File: src/rtl/cvxif_result_buffer.sv
// In-order result queue between the coprocessor execution unit and the CV-X-IF result channel.
// Entries killed by the commit interface are retired silently and counted in drop_cnt_o.
module cvxif_result_buffer #(
  parameter int unsigned Depth   = 4,
  parameter int unsigned XLEN    = 64,
  parameter int unsigned IdWidth = 3,
  parameter int unsigned RdWidth = 5
) (
  input  logic                       clk_i,
  input  logic                       rst_ni,
  input  logic                       flush_i,
  input  logic                       in_valid_i,
  output logic                       in_ready_o,
  input  logic [IdWidth-1:0]         in_id_i,
  input  logic [XLEN-1:0]            in_data_i,
  input  logic [RdWidth-1:0]         in_rd_i,
  input  logic                       in_we_i,
  input  logic                       in_exc_i,
  input  logic [5:0]                 in_exccode_i,
  input  logic                       commit_valid_i,
  input  logic [IdWidth-1:0]         commit_id_i,
  input  logic                       commit_kill_i,
  output logic                       result_valid_o,
  input  logic                       result_ready_i,
  output logic [IdWidth-1:0]         result_id_o,
  output logic [XLEN-1:0]            result_data_o,
  output logic [RdWidth-1:0]         result_rd_o,
  output logic                       result_we_o,
  output logic                       result_exc_o,
  output logic [5:0]                 result_exccode_o,
  output logic [$clog2(Depth):0]     count_o,
  output logic [15:0]                drop_cnt_o
);

  localparam int unsigned PtrW = $clog2(Depth);
  localparam int unsigned CntW = PtrW + 1;

  logic [IdWidth-1:0] id_q      [Depth];
  logic [XLEN-1:0]    data_q    [Depth];
  logic [RdWidth-1:0] rd_q      [Depth];
  logic [5:0]         exccode_q [Depth];
  logic [Depth-1:0]   we_q, exc_q, killed_q;

  logic [PtrW-1:0] wptr_q, rptr_q;
  logic [CntW-1:0] count_q;
  logic [15:0]     drop_q;

  logic head_occ, head_killed, push, pop, kill;

  always_comb begin
    head_occ    = (count_q != '0);
    head_killed = killed_q[rptr_q];
    in_ready_o  = (count_q != CntW'(Depth));
    push        = in_valid_i && in_ready_o && !flush_i;
    // A killed head retires without a handshake.
    pop         = head_occ && (head_killed || result_ready_i) && !flush_i;
    kill        = commit_valid_i && commit_kill_i && !flush_i;

    result_valid_o   = head_occ && !head_killed;
    result_id_o      = id_q[rptr_q];
    result_data_o    = data_q[rptr_q];
    result_rd_o      = rd_q[rptr_q];
    result_we_o      = we_q[rptr_q];
    result_exc_o     = exc_q[rptr_q];
    result_exccode_o = exccode_q[rptr_q];
    count_o          = count_q;
    drop_cnt_o       = drop_q;
  end

  always_ff @(posedge clk_i or negedge rst_ni) begin
    if (!rst_ni) begin
      for (int i = 0; i < Depth; i++) begin
        id_q[i]      <= '0;
        data_q[i]    <= '0;
        rd_q[i]      <= '0;
        exccode_q[i] <= '0;
      end
      we_q  <= '0;
      exc_q <= '0;
    end else if (push) begin
      id_q[wptr_q]      <= in_id_i;
      data_q[wptr_q]    <= in_data_i;
      rd_q[wptr_q]      <= in_rd_i;
      exccode_q[wptr_q] <= in_exccode_i;
      we_q[wptr_q]      <= in_we_i;
      exc_q[wptr_q]     <= in_exc_i;
    end
  end

  // Killed bits of free slots are don't-care: every push rewrites its slot's bit.
  always_ff @(posedge clk_i or negedge rst_ni) begin
    if (!rst_ni) begin
      killed_q <= '0;
    end else begin
      for (int i = 0; i < Depth; i++) begin
        if (push && (wptr_q == PtrW'(i))) begin
          killed_q[i] <= kill && (in_id_i == commit_id_i);
        end else if (kill && (id_q[i] == commit_id_i)) begin
          killed_q[i] <= 1'b1;
        end
      end
    end
  end

  always_ff @(posedge clk_i or negedge rst_ni) begin
    if (!rst_ni) begin
      wptr_q  <= '0;
      rptr_q  <= '0;
      count_q <= '0;
      drop_q  <= '0;
    end else if (flush_i) begin
      wptr_q  <= '0;
      rptr_q  <= '0;
      count_q <= '0;
    end else begin
      wptr_q  <= wptr_q + PtrW'(push);
      rptr_q  <= rptr_q + PtrW'(pop);
      count_q <= count_q + CntW'(push) - CntW'(pop);
      if (head_occ && head_killed && (drop_q != 16'hFFFF)) begin
        drop_q <= drop_q + 16'd1;
      end
    end
  end

endmodule

File: config.mk
export PLATFORM = sky130hd
export DESIGN_NAME = cvxif_result_buffer
export DESIGN_NICKNAME = d
export VERILOG_FILES = /design/src/rtl/cvxif_result_buffer.sv
export SDC_FILE = /design/constraint.sdc
export NUM_CORES = 1
export LEC_CHECK = 0
export ABC_AREA = 1
export BUFFER_PORTS_ARGS = -buffer_cell sky130_fd_sc_hd__buf_4
export CAP_MARGIN = 10
export CORE_MARGIN = 4
export CORE_UTILIZATION = 30
export DETAILED_ROUTE_END_ITERATION = 8
export GPL_ROUTABILITY_DRIVEN = 0
export PLACE_DENSITY = 0.51
export SETUP_SLACK_MARGIN = 0.5
export SYNTH_ARGS = -nofsm -noshare
export SYNTH_HDL_FRONTEND = slang
export SYNTH_SLANG_ARGS = --single-unit
File: constraint.sdc
create_clock -name clk_i -period 5.35 [get_ports clk_i]
set_input_delay 1.07 -clock clk_i [delete_from_list [all_inputs] [get_ports clk_i]]
set_output_delay 1.07 -clock clk_i [all_outputs]
set_load 0.03 [all_outputs]
==> results.ini <==
[drt]
routed_wl_mm=45.1
via_per_inst=4.80
antenna_left=0
vias=12800
first_iter_violations=869
drc=0
firstDrtPassIters=7
wire_per_inst_um=16.9

[worst_setup_path]
cp-end-kind=output port
path_class=reg -> out
worstPathRequired_ps=4280
worstPathArrival_ps=2930
worst_setup_path_start_kind=flip-flop
ff2ff_setup_slack_ps=2230
crit_fanout=69

[cells_and_area]
synthToLayoutAreaGrowth_pct=20.7
final_nets=2051
final_util=0.366
drive_gt1_frac=0.153

[yosys]
synth_area_leaders=dfrtp_1, o21ai_0, nand2_1
ys_warn_count=0
synth_area_leader_cell=dfrtp_1
yosysSeqAreaShare=0.555
syn_area_per_cell_um2=8.54
netlist_area_um2=15600
synth_seq_cells=347
synth_nets=1928
synth_top_area_frac=0.555
synthCells=1832
yosysUniqueCellTypes=34

[power_and_ir_drop]
p_comb_frac=0.365
p_int_mw=6.65
p_sw_frac=0.384
power.share.clock=0.269
seq_power_share=0.366
power_per_cell_area_nw_per_um2=572
peakVddDrop_v=0.000202
p_leak_nw=9.22
p_switching_mw=4.15

[sta]
fin_crit_sh=0.748
hold_viol_final=0
tns_ps=0
setup_viol_count_final=0
tightest_slew_ps=1080
max_slew_margin=0.281
skew_ps=19.5
fmax_ghz=0.250
final_max_slew_viol_count=0
min_period_ps=4000
rsz0062_at_grt=false

[clock_network]
numClockSinks=347
insertion_delay_ps=550
post_cts_buffers=0
cts_max_level=2
post_cts_resized=0
cts_hold_buffers=0
cts_made_buffers=42
root_buffer=clkbuf_16
clk_pin_slew_ps=60
cts_tree=done
cts.path.max_buffers=3

[floorplanning]
die_area_um2=55900
die_w_um=236
rows=83
dieHeight_um=236
core_area_um2=51500
start_util=0.304
pin_count=191

[grt]
gr-total-overflow=0
grt_antenna_before_repair=4
grt_pass1_vias=12800
grt_max_degree=129
grt_pass1_wl_mm=72.7
grtUsageTotal=0.160

[min_path]
hp-class=reg -> reg

[run_status]
status=finished, final reports clean

[placed_design]
port_buffers=190
dp_hpwl_mm=26.9

[job]
drv_cap=0

critical path: stages (launching register included):
cell and delay [ps]:
dfrtp_4 670, inv_4 610, buf_4 500, o21ai_0 150, o22ai_1 230, buf_4 220
kinds of logic (layout without fill, tap and decap cells):
family	after synthesis	count (layout)	synth area share
XOR/XNOR	22	22	0.0123
other	0	2	0
buffers and inverters	246	397	0.0699
flip-flops	347	347	0.555
AND/OR/NAND/NOR	640	640	0.168
AO/OA/AOI/OAI	571	571	0.189
adder cells (fa/ha/maj)	6	6	0.00528
sequential cells by signal, summed over array words and instances (netlist names):
name	cells
exccode_q	24
count_o	3
wptr_q	2
rptr_q	2
id_q	12
drop_cnt_o	16
rd_q	20
data_q	256
killed_q	4
exc_q	4
we_q	4
metrics by stage:
| stage | cell area, µm² | setup WS, ps | hold slack, ps | instances | total power, mW |
|---|---|---|---|---|---|
| floorplan | 15600 | 2690 | 448 | 1832 | 6.49 |
| global placement | 17500 | 1870 | 460 | 2591 | 7.92 |
| detailed placement | 17500 | 1850 | 468 | 2591 | 7.99 |
| CTS | 18900 | 1230 | 482 | 2663 | 11.0 |
| global route | 18900 | 1100 | 495 | 2663 | 11.5 |
| finish | 18900 | 1350 | 477 | 2665 | 10.8 |
layout by cell type (no fill, tap or decap), drive strengths merged:
master    synthesis  routed
a21oi             9       9
and2              1       1
buf              55     208
bufinv            0       4
clkbuf           74      63
clkinv            0       3
clkinvlp          0       1
dfrtp           347     347
diode             0       2
fa                1       1
ha                5       5
inv             117     118
nand2           410     410
nand3            35      35
nand3b            4       4
nand4             3       3
nor2            184     184
nor3              3       3
o211ai            1       1
o21ai           481     481
o21bai            2       2
o22ai            78      78
xnor2            14      14
xor2              8       8
final cells by class:
cell class / count / area, µm²
multi-input cells: 1239 / 5880
fillers: 5361 / 32600
diodes: 2 / 5.00
clock inverters: 9 / 151
well taps: 680 / 851
repair buffers: 208 / 1610
clock buffers: 63 / 1250
inverters: 117 / 444
flip-flops and latches: 347 / 8690
power by group through the flow:
stage          clock (mW)  sequential [mW]  combinational, mW
3_3_place_gp            0             3.97               3.95
6_report             2.91             3.95               3.94
2_1_floorplan           0             3.87               2.63
5_1_grt              3.12             4.06               4.34
3_5_place_dp            0             3.99               4.00
4_1_cts              3.01             3.95               4.01
synth_stat cells:
master,count
nand2_1,394
o21ai_0,377
dfrtp_1,347
nor2_1,178
inv_1,112
o21ai_1,104
o22ai_1,78
clkbuf_1,74
buf_2,31
nand3_1,31
buf_4,16
nand2_2,14
xnor2_1,14
a21oi_1,9
xor2_1,8
buf_6,7
ha_1,5
inv_2,4
nand3b_1,4
nand3_4,3
nand4_1,3
nor3_1,3
nor2_2,2
nor2_4,2
nor2_8,2
o21bai_1,2
and2_1,1
buf_12,1
fa_1,1
inv_4,1
nand2_4,1
nand2_8,1
nand3_2,1
o211ai_1,1
per-layer routing:
metal | GRT usage | wire, µm | vias to the layer above
li1 | - | - | 6286
met3 | 0.0393 | 2710 | 70
met4 | 0.0469 | 1110 | 4
met1 | 0.221 | 21300 | 6141
met5 | 0 | 27 | -
met2 | 0.250 | 19900 | 278
worst paths after layout:
path,start,to,cells after the start
worst max-delay path,rptr_q[0]$_DFF_PN0_,result_data_o[24],5
worst min-delay path,rd_q[11]$_DFFE_PN0P_,rd_q[11]$_DFFE_PN0P_,2
worst max register to register,rptr_q[0]$_DFF_PN0_,count_o[2]$_DFF_PN0_,12
worst min register to register,rd_q[11]$_DFFE_PN0P_,rd_q[11]$_DFFE_PN0P_,2
max in group asynchronous,rst_ni,data_q[49]$_DFFE_PN0P_,2
min in group asynchronous,rst_ni,data_q[200]$_DFFE_PN0P_,1
No activity file was read; power rests on OpenSTA's default activity.
